$ cat config.mk
export PLATFORM = sky130hd
export DESIGN_NAME = axi_lite_xbar_2x2
export DESIGN_NICKNAME = d
export VERILOG_FILES = /design/src/rtl/axi_lite_pkg.sv /design/src/rtl/axi_lite_rr_arb2.sv /design/src/rtl/axi_lite_xbar_2x2.sv
export SDC_FILE = /design/constraint.sdc
export NUM_CORES = 1
export LEC_CHECK = 0
export ABC_AREA = 1
export CORE_AREA = 10 10 221 223
export CTS_CLUSTER_SIZE = 25
export DETAILED_ROUTE_END_ITERATION = 8
export DIE_AREA = 0 0 231 233
export PLACE_DENSITY = 0.39
export SYNTH_ARGS = -nofsm -noshare
export SYNTH_HDL_FRONTEND = slang
export SYNTH_HIERARCHICAL = 1
export SYNTH_SLANG_ARGS = --single-unit
$ cat constraint.sdc
create_clock -name aclk -period 2.15 [get_ports aclk]
set_clock_uncertainty 0.05 [all_clocks]
set_input_delay 0.3225 -clock aclk [delete_from_list [all_inputs] [get_ports aclk]]
set_output_delay 0.3225 -clock aclk [all_outputs]
set_load 0.005 [all_outputs]
$ cat src/rtl/axi_lite_pkg.sv
// axi_lite_pkg: shared AXI4-Lite types, response codes, FSM states and default address map
// Ports: none (package)
package axi_lite_pkg;

    localparam int AXI_ADDR_W = 32;
    localparam int AXI_DATA_W = 32;

    localparam logic [31:0] DEF_S0_BASE = 32'h0000_0000;
    localparam logic [31:0] DEF_S1_BASE = 32'h0000_1000;
    localparam logic [31:0] DEF_S_SIZE  = 32'h0000_1000;

    typedef logic [AXI_ADDR_W-1:0]   addr_t;
    typedef logic [AXI_DATA_W-1:0]   data_t;
    typedef logic [AXI_DATA_W/8-1:0] strb_t;

    typedef enum logic [1:0] {
        OKAY   = 2'b00,
        SLVERR = 2'b10,
        DECERR = 2'b11
    } resp_t;

    typedef enum logic [1:0] {W_IDLE, W_FWD, W_RESP} w_state_t;
    typedef enum logic [1:0] {R_IDLE, R_ADDR, R_DATA} r_state_t;

    typedef struct packed {
        logic miss;
        logic sl;
    } tgt_t;

endpackage

$ cat src/rtl/axi_lite_rr_arb2.sv
// axi_lite_rr_arb2: two-requester round-robin arbiter, master 0 favoured after reset
// Ports: clk, rst (async, active-high); req[1:0] requests; adv strobes completion of the
//        transaction owned by win; gnt is the index of the requester to serve next
module axi_lite_rr_arb2 (
    input  logic       clk,
    input  logic       rst,
    input  logic [1:0] req,
    input  logic       adv,
    input  logic       win,
    output logic       gnt
);

    logic last;

    assign gnt = &req ? ~last : req[1];

    always_ff @(posedge clk or posedge rst) begin
        if (rst)
            last <= 1'b1;
        else if (adv)
            last <= win;
    end

endmodule

$ cat src/rtl/axi_lite_xbar_2x2.sv
// axi_lite_xbar_2x2: two-master / two-slave AXI4-Lite crossbar with independent read and write paths
// Ports: aclk, areset (async, active-high)
//        m0_*/m1_*: AXI4-Lite slave interfaces facing the masters (AW, W, B, AR, R)
//        s0_*/s1_*: AXI4-Lite master interfaces facing the slaves (AW, W, B, AR, R)
//        Unmapped addresses are answered locally with DECERR.
module axi_lite_xbar_2x2
    import axi_lite_pkg::*;
#(
    parameter int                    ADDR_WIDTH = 32,
    parameter int                    DATA_WIDTH = 32,
    parameter logic [ADDR_WIDTH-1:0] S0_BASE    = ADDR_WIDTH'(DEF_S0_BASE),
    parameter logic [ADDR_WIDTH-1:0] S1_BASE    = ADDR_WIDTH'(DEF_S1_BASE),
    parameter logic [ADDR_WIDTH-1:0] S_SIZE     = ADDR_WIDTH'(DEF_S_SIZE)
) (
    input  logic                    aclk,
    input  logic                    areset,
    input  logic [ADDR_WIDTH-1:0]   m0_awaddr,
    input  logic                    m0_awvalid,
    output logic                    m0_awready,
    input  logic [DATA_WIDTH-1:0]   m0_wdata,
    input  logic [DATA_WIDTH/8-1:0] m0_wstrb,
    input  logic                    m0_wvalid,
    output logic                    m0_wready,
    output logic [1:0]              m0_bresp,
    output logic                    m0_bvalid,
    input  logic                    m0_bready,
    input  logic [ADDR_WIDTH-1:0]   m0_araddr,
    input  logic                    m0_arvalid,
    output logic                    m0_arready,
    output logic [DATA_WIDTH-1:0]   m0_rdata,
    output logic [1:0]              m0_rresp,
    output logic                    m0_rvalid,
    input  logic                    m0_rready,
    input  logic [ADDR_WIDTH-1:0]   m1_awaddr,
    input  logic                    m1_awvalid,
    output logic                    m1_awready,
    input  logic [DATA_WIDTH-1:0]   m1_wdata,
    input  logic [DATA_WIDTH/8-1:0] m1_wstrb,
    input  logic                    m1_wvalid,
    output logic                    m1_wready,
    output logic [1:0]              m1_bresp,
    output logic                    m1_bvalid,
    input  logic                    m1_bready,
    input  logic [ADDR_WIDTH-1:0]   m1_araddr,
    input  logic                    m1_arvalid,
    output logic                    m1_arready,
    output logic [DATA_WIDTH-1:0]   m1_rdata,
    output logic [1:0]              m1_rresp,
    output logic                    m1_rvalid,
    input  logic                    m1_rready,
    output logic [ADDR_WIDTH-1:0]   s0_awaddr,
    output logic                    s0_awvalid,
    input  logic                    s0_awready,
    output logic [DATA_WIDTH-1:0]   s0_wdata,
    output logic [DATA_WIDTH/8-1:0] s0_wstrb,
    output logic                    s0_wvalid,
    input  logic                    s0_wready,
    input  logic [1:0]              s0_bresp,
    input  logic                    s0_bvalid,
    output logic                    s0_bready,
    output logic [ADDR_WIDTH-1:0]   s0_araddr,
    output logic                    s0_arvalid,
    input  logic                    s0_arready,
    input  logic [DATA_WIDTH-1:0]   s0_rdata,
    input  logic [1:0]              s0_rresp,
    input  logic                    s0_rvalid,
    output logic                    s0_rready,
    output logic [ADDR_WIDTH-1:0]   s1_awaddr,
    output logic                    s1_awvalid,
    input  logic                    s1_awready,
    output logic [DATA_WIDTH-1:0]   s1_wdata,
    output logic [DATA_WIDTH/8-1:0] s1_wstrb,
    output logic                    s1_wvalid,
    input  logic                    s1_wready,
    input  logic [1:0]              s1_bresp,
    input  logic                    s1_bvalid,
    output logic                    s1_bready,
    output logic [ADDR_WIDTH-1:0]   s1_araddr,
    output logic                    s1_arvalid,
    input  logic                    s1_arready,
    input  logic [DATA_WIDTH-1:0]   s1_rdata,
    input  logic [1:0]              s1_rresp,
    input  logic                    s1_rvalid,
    output logic                    s1_rready
);

    localparam int SW = DATA_WIDTH / 8;

    logic [1:0][ADDR_WIDTH-1:0] m_awaddr, m_araddr, s_awaddr, s_araddr;
    logic [1:0][DATA_WIDTH-1:0] m_wdata, m_rdata, s_wdata, s_rdata;
    logic [1:0][SW-1:0]         m_wstrb, s_wstrb;
    logic [1:0][1:0]            m_bresp, m_rresp, s_bresp, s_rresp;
    logic [1:0] m_awvalid, m_awready, m_wvalid, m_wready, m_bvalid, m_bready;
    logic [1:0] m_arvalid, m_arready, m_rvalid, m_rready;
    logic [1:0] s_awvalid, s_awready, s_wvalid, s_wready, s_bvalid, s_bready;
    logic [1:0] s_arvalid, s_arready, s_rvalid, s_rready;

    assign m_awaddr  = {m1_awaddr, m0_awaddr};
    assign m_awvalid = {m1_awvalid, m0_awvalid};
    assign m_wdata   = {m1_wdata, m0_wdata};
    assign m_wstrb   = {m1_wstrb, m0_wstrb};
    assign m_wvalid  = {m1_wvalid, m0_wvalid};
    assign m_bready  = {m1_bready, m0_bready};
    assign m_araddr  = {m1_araddr, m0_araddr};
    assign m_arvalid = {m1_arvalid, m0_arvalid};
    assign m_rready  = {m1_rready, m0_rready};
    assign s_awready = {s1_awready, s0_awready};
    assign s_wready  = {s1_wready, s0_wready};
    assign s_bresp   = {s1_bresp, s0_bresp};
    assign s_bvalid  = {s1_bvalid, s0_bvalid};
    assign s_arready = {s1_arready, s0_arready};
    assign s_rdata   = {s1_rdata, s0_rdata};
    assign s_rresp   = {s1_rresp, s0_rresp};
    assign s_rvalid  = {s1_rvalid, s0_rvalid};

    assign {m1_awready, m0_awready} = m_awready;
    assign {m1_wready, m0_wready}   = m_wready;
    assign {m1_bresp, m0_bresp}     = m_bresp;
    assign {m1_bvalid, m0_bvalid}   = m_bvalid;
    assign {m1_arready, m0_arready} = m_arready;
    assign {m1_rdata, m0_rdata}     = m_rdata;
    assign {m1_rresp, m0_rresp}     = m_rresp;
    assign {m1_rvalid, m0_rvalid}   = m_rvalid;
    assign {s1_awaddr, s0_awaddr}   = s_awaddr;
    assign {s1_awvalid, s0_awvalid} = s_awvalid;
    assign {s1_wdata, s0_wdata}     = s_wdata;
    assign {s1_wstrb, s0_wstrb}     = s_wstrb;
    assign {s1_wvalid, s0_wvalid}   = s_wvalid;
    assign {s1_bready, s0_bready}   = s_bready;
    assign {s1_araddr, s0_araddr}   = s_araddr;
    assign {s1_arvalid, s0_arvalid} = s_arvalid;
    assign {s1_rready, s0_rready}   = s_rready;

    function automatic tgt_t decode(input logic [ADDR_WIDTH-1:0] a);
        if (a >= S0_BASE && a - S0_BASE < S_SIZE)
            return '{miss: 1'b0, sl: 1'b0};
        if (a >= S1_BASE && a - S1_BASE < S_SIZE)
            return '{miss: 1'b0, sl: 1'b1};
        return '{miss: 1'b1, sl: 1'b0};
    endfunction

    w_state_t w_st, w_nxt;
    tgt_t     w_tgt;
    logic     w_id, w_gnt, aw_done, w_done, aw_rdy, w_rdy, aw_hs, w_hs, b_vld, b_hs;

    // On a decode miss the crossbar itself plays the slave: ready once per channel, then DECERR.
    assign aw_rdy = ~aw_done & (w_tgt.miss | s_awready[w_tgt.sl]);
    assign w_rdy  = ~w_done & (w_tgt.miss | s_wready[w_tgt.sl]);
    assign aw_hs  = (w_st == W_FWD) & m_awvalid[w_id] & aw_rdy;
    assign w_hs   = (w_st == W_FWD) & m_wvalid[w_id] & w_rdy;
    assign b_vld  = w_tgt.miss | s_bvalid[w_tgt.sl];
    assign b_hs   = (w_st == W_RESP) & b_vld & m_bready[w_id];

    axi_lite_rr_arb2 u_warb (
        .clk (aclk),
        .rst (areset),
        .req (m_awvalid),
        .adv (b_hs),
        .win (w_id),
        .gnt (w_gnt)
    );

    always_ff @(posedge aclk or posedge areset) begin
        if (areset) begin
            w_st    <= W_IDLE;
            w_id    <= 1'b0;
            w_tgt   <= '0;
            aw_done <= 1'b0;
            w_done  <= 1'b0;
        end else begin
            w_st <= w_nxt;
            if (w_st == W_IDLE) begin
                w_id    <= w_gnt;
                w_tgt   <= decode(m_awaddr[w_gnt]);
                aw_done <= 1'b0;
                w_done  <= 1'b0;
            end else begin
                aw_done <= aw_done | aw_hs;
                w_done  <= w_done | w_hs;
            end
        end
    end

    always_comb begin
        w_nxt = (w_st == W_IDLE && |m_awvalid) ? W_FWD :
                (w_st == W_FWD && (aw_done | aw_hs) && (w_done | w_hs)) ? W_RESP :
                (w_st == W_RESP && b_hs) ? W_IDLE : w_st;
        m_awready = '0;
        m_wready  = '0;
        m_bvalid  = '0;
        m_bresp   = '0;
        s_awvalid = '0;
        s_awaddr  = '0;
        s_wvalid  = '0;
        s_wdata   = '0;
        s_wstrb   = '0;
        s_bready  = '0;
        if (w_st == W_FWD) begin
            m_awready[w_id] = aw_rdy;
            m_wready[w_id]  = w_rdy;
            if (!w_tgt.miss) begin
                s_awvalid[w_tgt.sl] = m_awvalid[w_id] & ~aw_done;
                s_awaddr[w_tgt.sl]  = m_awaddr[w_id];
                s_wvalid[w_tgt.sl]  = m_wvalid[w_id] & ~w_done;
                s_wdata[w_tgt.sl]   = m_wdata[w_id];
                s_wstrb[w_tgt.sl]   = m_wstrb[w_id];
            end
        end
        if (w_st == W_RESP) begin
            m_bvalid[w_id]     = b_vld;
            m_bresp[w_id]      = w_tgt.miss ? 2'(DECERR) : s_bresp[w_tgt.sl];
            s_bready[w_tgt.sl] = m_bready[w_id] & ~w_tgt.miss;
        end
    end

    r_state_t r_st, r_nxt;
    tgt_t     r_tgt;
    logic     r_id, r_gnt, ar_rdy, ar_hs, r_vld, r_hs;

    assign ar_rdy = r_tgt.miss | s_arready[r_tgt.sl];
    assign ar_hs  = (r_st == R_ADDR) & m_arvalid[r_id] & ar_rdy;
    assign r_vld  = r_tgt.miss | s_rvalid[r_tgt.sl];
    assign r_hs   = (r_st == R_DATA) & r_vld & m_rready[r_id];

    axi_lite_rr_arb2 u_rarb (
        .clk (aclk),
        .rst (areset),
        .req (m_arvalid),
        .adv (r_hs),
        .win (r_id),
        .gnt (r_gnt)
    );

    always_ff @(posedge aclk or posedge areset) begin
        if (areset) begin
            r_st  <= R_IDLE;
            r_id  <= 1'b0;
            r_tgt <= '0;
        end else begin
            r_st <= r_nxt;
            if (r_st == R_IDLE) begin
                r_id  <= r_gnt;
                r_tgt <= decode(m_araddr[r_gnt]);
            end
        end
    end

    always_comb begin
        r_nxt = (r_st == R_IDLE && |m_arvalid) ? R_ADDR :
                (r_st == R_ADDR && ar_hs) ? R_DATA :
                (r_st == R_DATA && r_hs) ? R_IDLE : r_st;
        m_arready = '0;
        m_rvalid  = '0;
        m_rdata   = '0;
        m_rresp   = '0;
        s_arvalid = '0;
        s_araddr  = '0;
        s_rready  = '0;
        if (r_st == R_ADDR) begin
            m_arready[r_id] = ar_rdy;
            if (!r_tgt.miss) begin
                s_arvalid[r_tgt.sl] = m_arvalid[r_id];
                s_araddr[r_tgt.sl]  = m_araddr[r_id];
            end
        end
        if (r_st == R_DATA) begin
            m_rvalid[r_id]     = r_vld;
            m_rdata[r_id]      = r_tgt.miss ? '0 : s_rdata[r_tgt.sl];
            m_rresp[r_id]      = r_tgt.miss ? 2'(DECERR) : s_rresp[r_tgt.sl];
            s_rready[r_tgt.sl] = m_rready[r_id] & ~r_tgt.miss;
        end
    end

endmodule

==> results_dict.tcl <==
set metrics [dict create \
    p_switching_mw 5.05 \
    ys_types 33 \
    dp.cells 2259 \
    reg2reg_slack_ns -0.10 \
    hold_violations 0 \
    slew_headroom_pct 61.0 \
    outcome "complete, but fails checks" \
    tritoncts "built" \
    synth_area_um2 5080 \
    final_cells 2354 \
    tightestPinTransition_ns 0.585 \
    rsz0062_at_grt "true" \
    dp_hpwl_mm 40.0 \
    cp-startpoint "w_tgt[0]" \
    drtAntennaViolNets 0 \
    path_delay_family "buffers and inverters" \
    crit_buf_inv 5 \
    rr_worst_depth 16 \
    max_stage_delay_ns 0.38 \
    cp_max_fo 5 \
    nNetsFinal 2053 \
    setup_violations 17 \
    fin_crit_ns 2.26 \
    crit_required_ns 1.78 \
    core_area_um2 44100 \
    die_h_um 233 \
    violations "setup timing" \
    slowest_stage "dfrtp_1" \
    grt_max_degree 28 \
    post-place-ws_ns -0.577 \
    cap_viol_max_count 0 \
    synthCells 1019 \
    grt_remaining_overflow 0 \
    cp_cell_sequence "or2_4 > or2_4 > buf_6 > buf_12 > buf_16 > buf_12 > nor2_4 > buf_6" \
    drive_gt1_share_pct 38.9 \
    drt-pass1-iter-count 4 \
    wl_per_cell_um 21.0 \
    p_int_mw 5.95 \
    clkLatencyLatePin_ns 0.25 \
    cts_buffers 3 \
    chipWidth_um 231 \
    cts.clk_slew.worst_paths_ns 0.05 \
    synth_top_area_share_pct 24.9 \
    synth_edf_count 0 \
    r2r-end "w_tgt[1]" \
    p_per_area_nw_per_um2 763 \
    ys_ff_latch 14 \
    clockRootBuffer "clkbuf_16" \
    n_fill_cell 4949 \
    hp-class "in -> reg" \
    r2r_start "u_warb/last" \
    synth_nets 1313 \
    io_pins 586 \
    clockBufferDepth 2 \
    via_per_inst 4.05 \
    grt.total_usage_pct 16.6 \
    crit_type "reg -> out" \
    p_clk_share_pct 3.7 \
    yosysSeqAreaShare_pct 6.95 \
    num_vias 9545 \
    start_kind "register" \
    gp_congestion 0.839 \
    yosys-top-cells-area "nor2_1, nand2_1, mux2i_1" \
    critPathArrivalTime_ns 1.89 \
    grt_pass1_vias 9960 \
    synth_top_cell_by_area "nor2_1" \
    grt_pass1_wl_mm 67.6 \
    ys.flop_type "dfrtp_1" \
    synth_common_cells "nor2_1, nand2_1, inv_1, mux2i_1, o21ai_0" \
    initial_core_util_pct 11.5 \
    cts_max_level 1 \
    cts.sinks 14 \
    slew_violations 0 \
    remaining_drc_errors 0 \
    max_freq_mhz 442 \
    async_flop_share_pct 100 \
    pwr-share-seq_pct 4.6 \
    area.growth.synth_to_final_pct 184 \
    synth.most_common_cell "nor2_1" \
    power_frac_comb_pct 91.6 \
    cp-endpoint "s0_wdata[12]" \
    syn_avg_cell_area_um2 4.98 \
    rows 77 \
    ys_warn_count 6 \
    vdd_drop_max_mv 0.360 \
    drt-total-wl_mm 49.5 \
    switching_share_pct 45.9 \
    holdBufCountCts 0 \
    p_leak_nw 6.86 \
    cp.depth 8 \
    die_area_um2 53800 \
    antenna_found_initial 4 \
    setup.worst_path.end_class "primary output" \
    port_buffers 585 \
    final.period_utilization_pct 105 \
    setup_ws_ns -0.111 \
    drtIter0Drc 348 \
]
-- worst reg2reg max path: stages (launching register included) --
cell,delay [ns]
dfstp_2,0.57
a21oi_4,0.08
buf_12,0.16
clkinv_8,0.06
buf_6,0.09
nand2_1,0.06
nand2_2,0.11
nand2_2,0.08
nor2_4,0.18
buf_4,0.14
nand4_1,0.11
nand2_1,0.08
nand3_1,0.08
nor2_2,0.10
nand3_1,0.07
nand2_1,0.06
nand2_1,0.05
-- metrics by stage --
step / utilization [%] / hold slack (ns) / cell area, µm² / power, mW / setup TNS (ns)
after global placement: 28.4 / 0.442 / 12500 / 7.81 / -15.88
after detailed placement: 28.4 / 0.430 / 12500 / 7.75 / -17.34
after CTS: 30.8 / 0.448 / 13600 / 9.65 / -4.94
final: 32.7 / 0.409 / 14400 / 11.0 / -0.594
after floorplan: - / 0.137 / 5080 / 3.57 / 0
after global routing: 32.7 / 0.431 / 14400 / 11.8 / -3.37
-- area by class of cell --
type                       count  area, µm²  area share [%]
timing repair inverter         1       8.76          0.0608
sequential                    14        358            2.48
inverter                     101        410            2.85
tap                          592        741            5.14
antenna                        4       10.0          0.0694
clock buffer                   4       88.8           0.616
multi-input combinational    844       5420            37.6
timing repair buffer         794       7380            51.2
-- worst min-delay path by stage --
stage          cells past startpoint          end  slack [ns]        start
4_1_cts                            3      r_st[0]        0.45   m1_arvalid
6_report                           3      r_st[0]        0.41   m1_arvalid
3_3_place_gp                       2  u_rarb/last        0.44  u_rarb/last
5_1_grt                            3      r_st[0]        0.43   m1_arvalid
3_5_place_dp                       2  u_rarb/last        0.43  u_rarb/last
2_1_floorplan                      1      aw_done        0.14       areset
-- layout by cell type (no fill, tap or decap), drive strengths merged, types with 32 or more instances in the layout --
cell           synthesis  final
mux2i                 76     76
inv                  101     98
buf                   21    274
o21ai                 51     51
a22oi                 32     32
dlygate4sd2            0     62
clkdlybuf4s50          0    287
nor2                 348    348
clkdlybuf4s15          0     34
nand2                267    267
clkbuf                39    130
-- repair_timing --
| action | 4_1_cts | 5_1_grt |
|---|---|---|
| setup endpoints to repair | 293 | 223 |
| gates resized for setup | 642 | 578 |
| endpoints found under the hold margin | 0 | 0 |
| buffers inserted | 48 | 27 |
| gates cloned | 14 | 7 |
| pin swaps | 51 | 75 |
-- metal layers --
layer / GRT usage (%) / part of all wire, %
met3: 6.04 / 8.8
met2: 30.7 / 51
met5: 0 / 0
met1: 17.6 / 38
met4: 3.86 / 2.2
-- kinds of logic after synthesis --
logic type / after synthesis / synth area share (%)
buf+inv: 161 / 13.2
compound gates: 100 / 12.2
simple gates: 668 / 52.7
mux: 76 / 15.0
flops: 14 / 6.95
-- flip-flops by register name, indices dropped and copies added (netlist names) --
name,count
w_st,2
w_done,1
u_warb/last,1
aw_done,1
r_id,1
r_tgt,2
w_tgt,2
w_id,1
r_st,2
u_rarb/last,1
-- power by group through the flow --
stage | combinational [mW] | sequential (mW) | clock [mW]
3_3_place_gp | 7.28 | 0.530 | 0
6_report | 10.1 | 0.509 | 0.412
5_1_grt | 10.8 | 0.526 | 0.442
2_1_floorplan | 3.13 | 0.445 | 0
3_5_place_dp | 7.23 | 0.526 | 0
4_1_cts | 8.71 | 0.517 | 0.426
(Power assumes the default switching activity.)
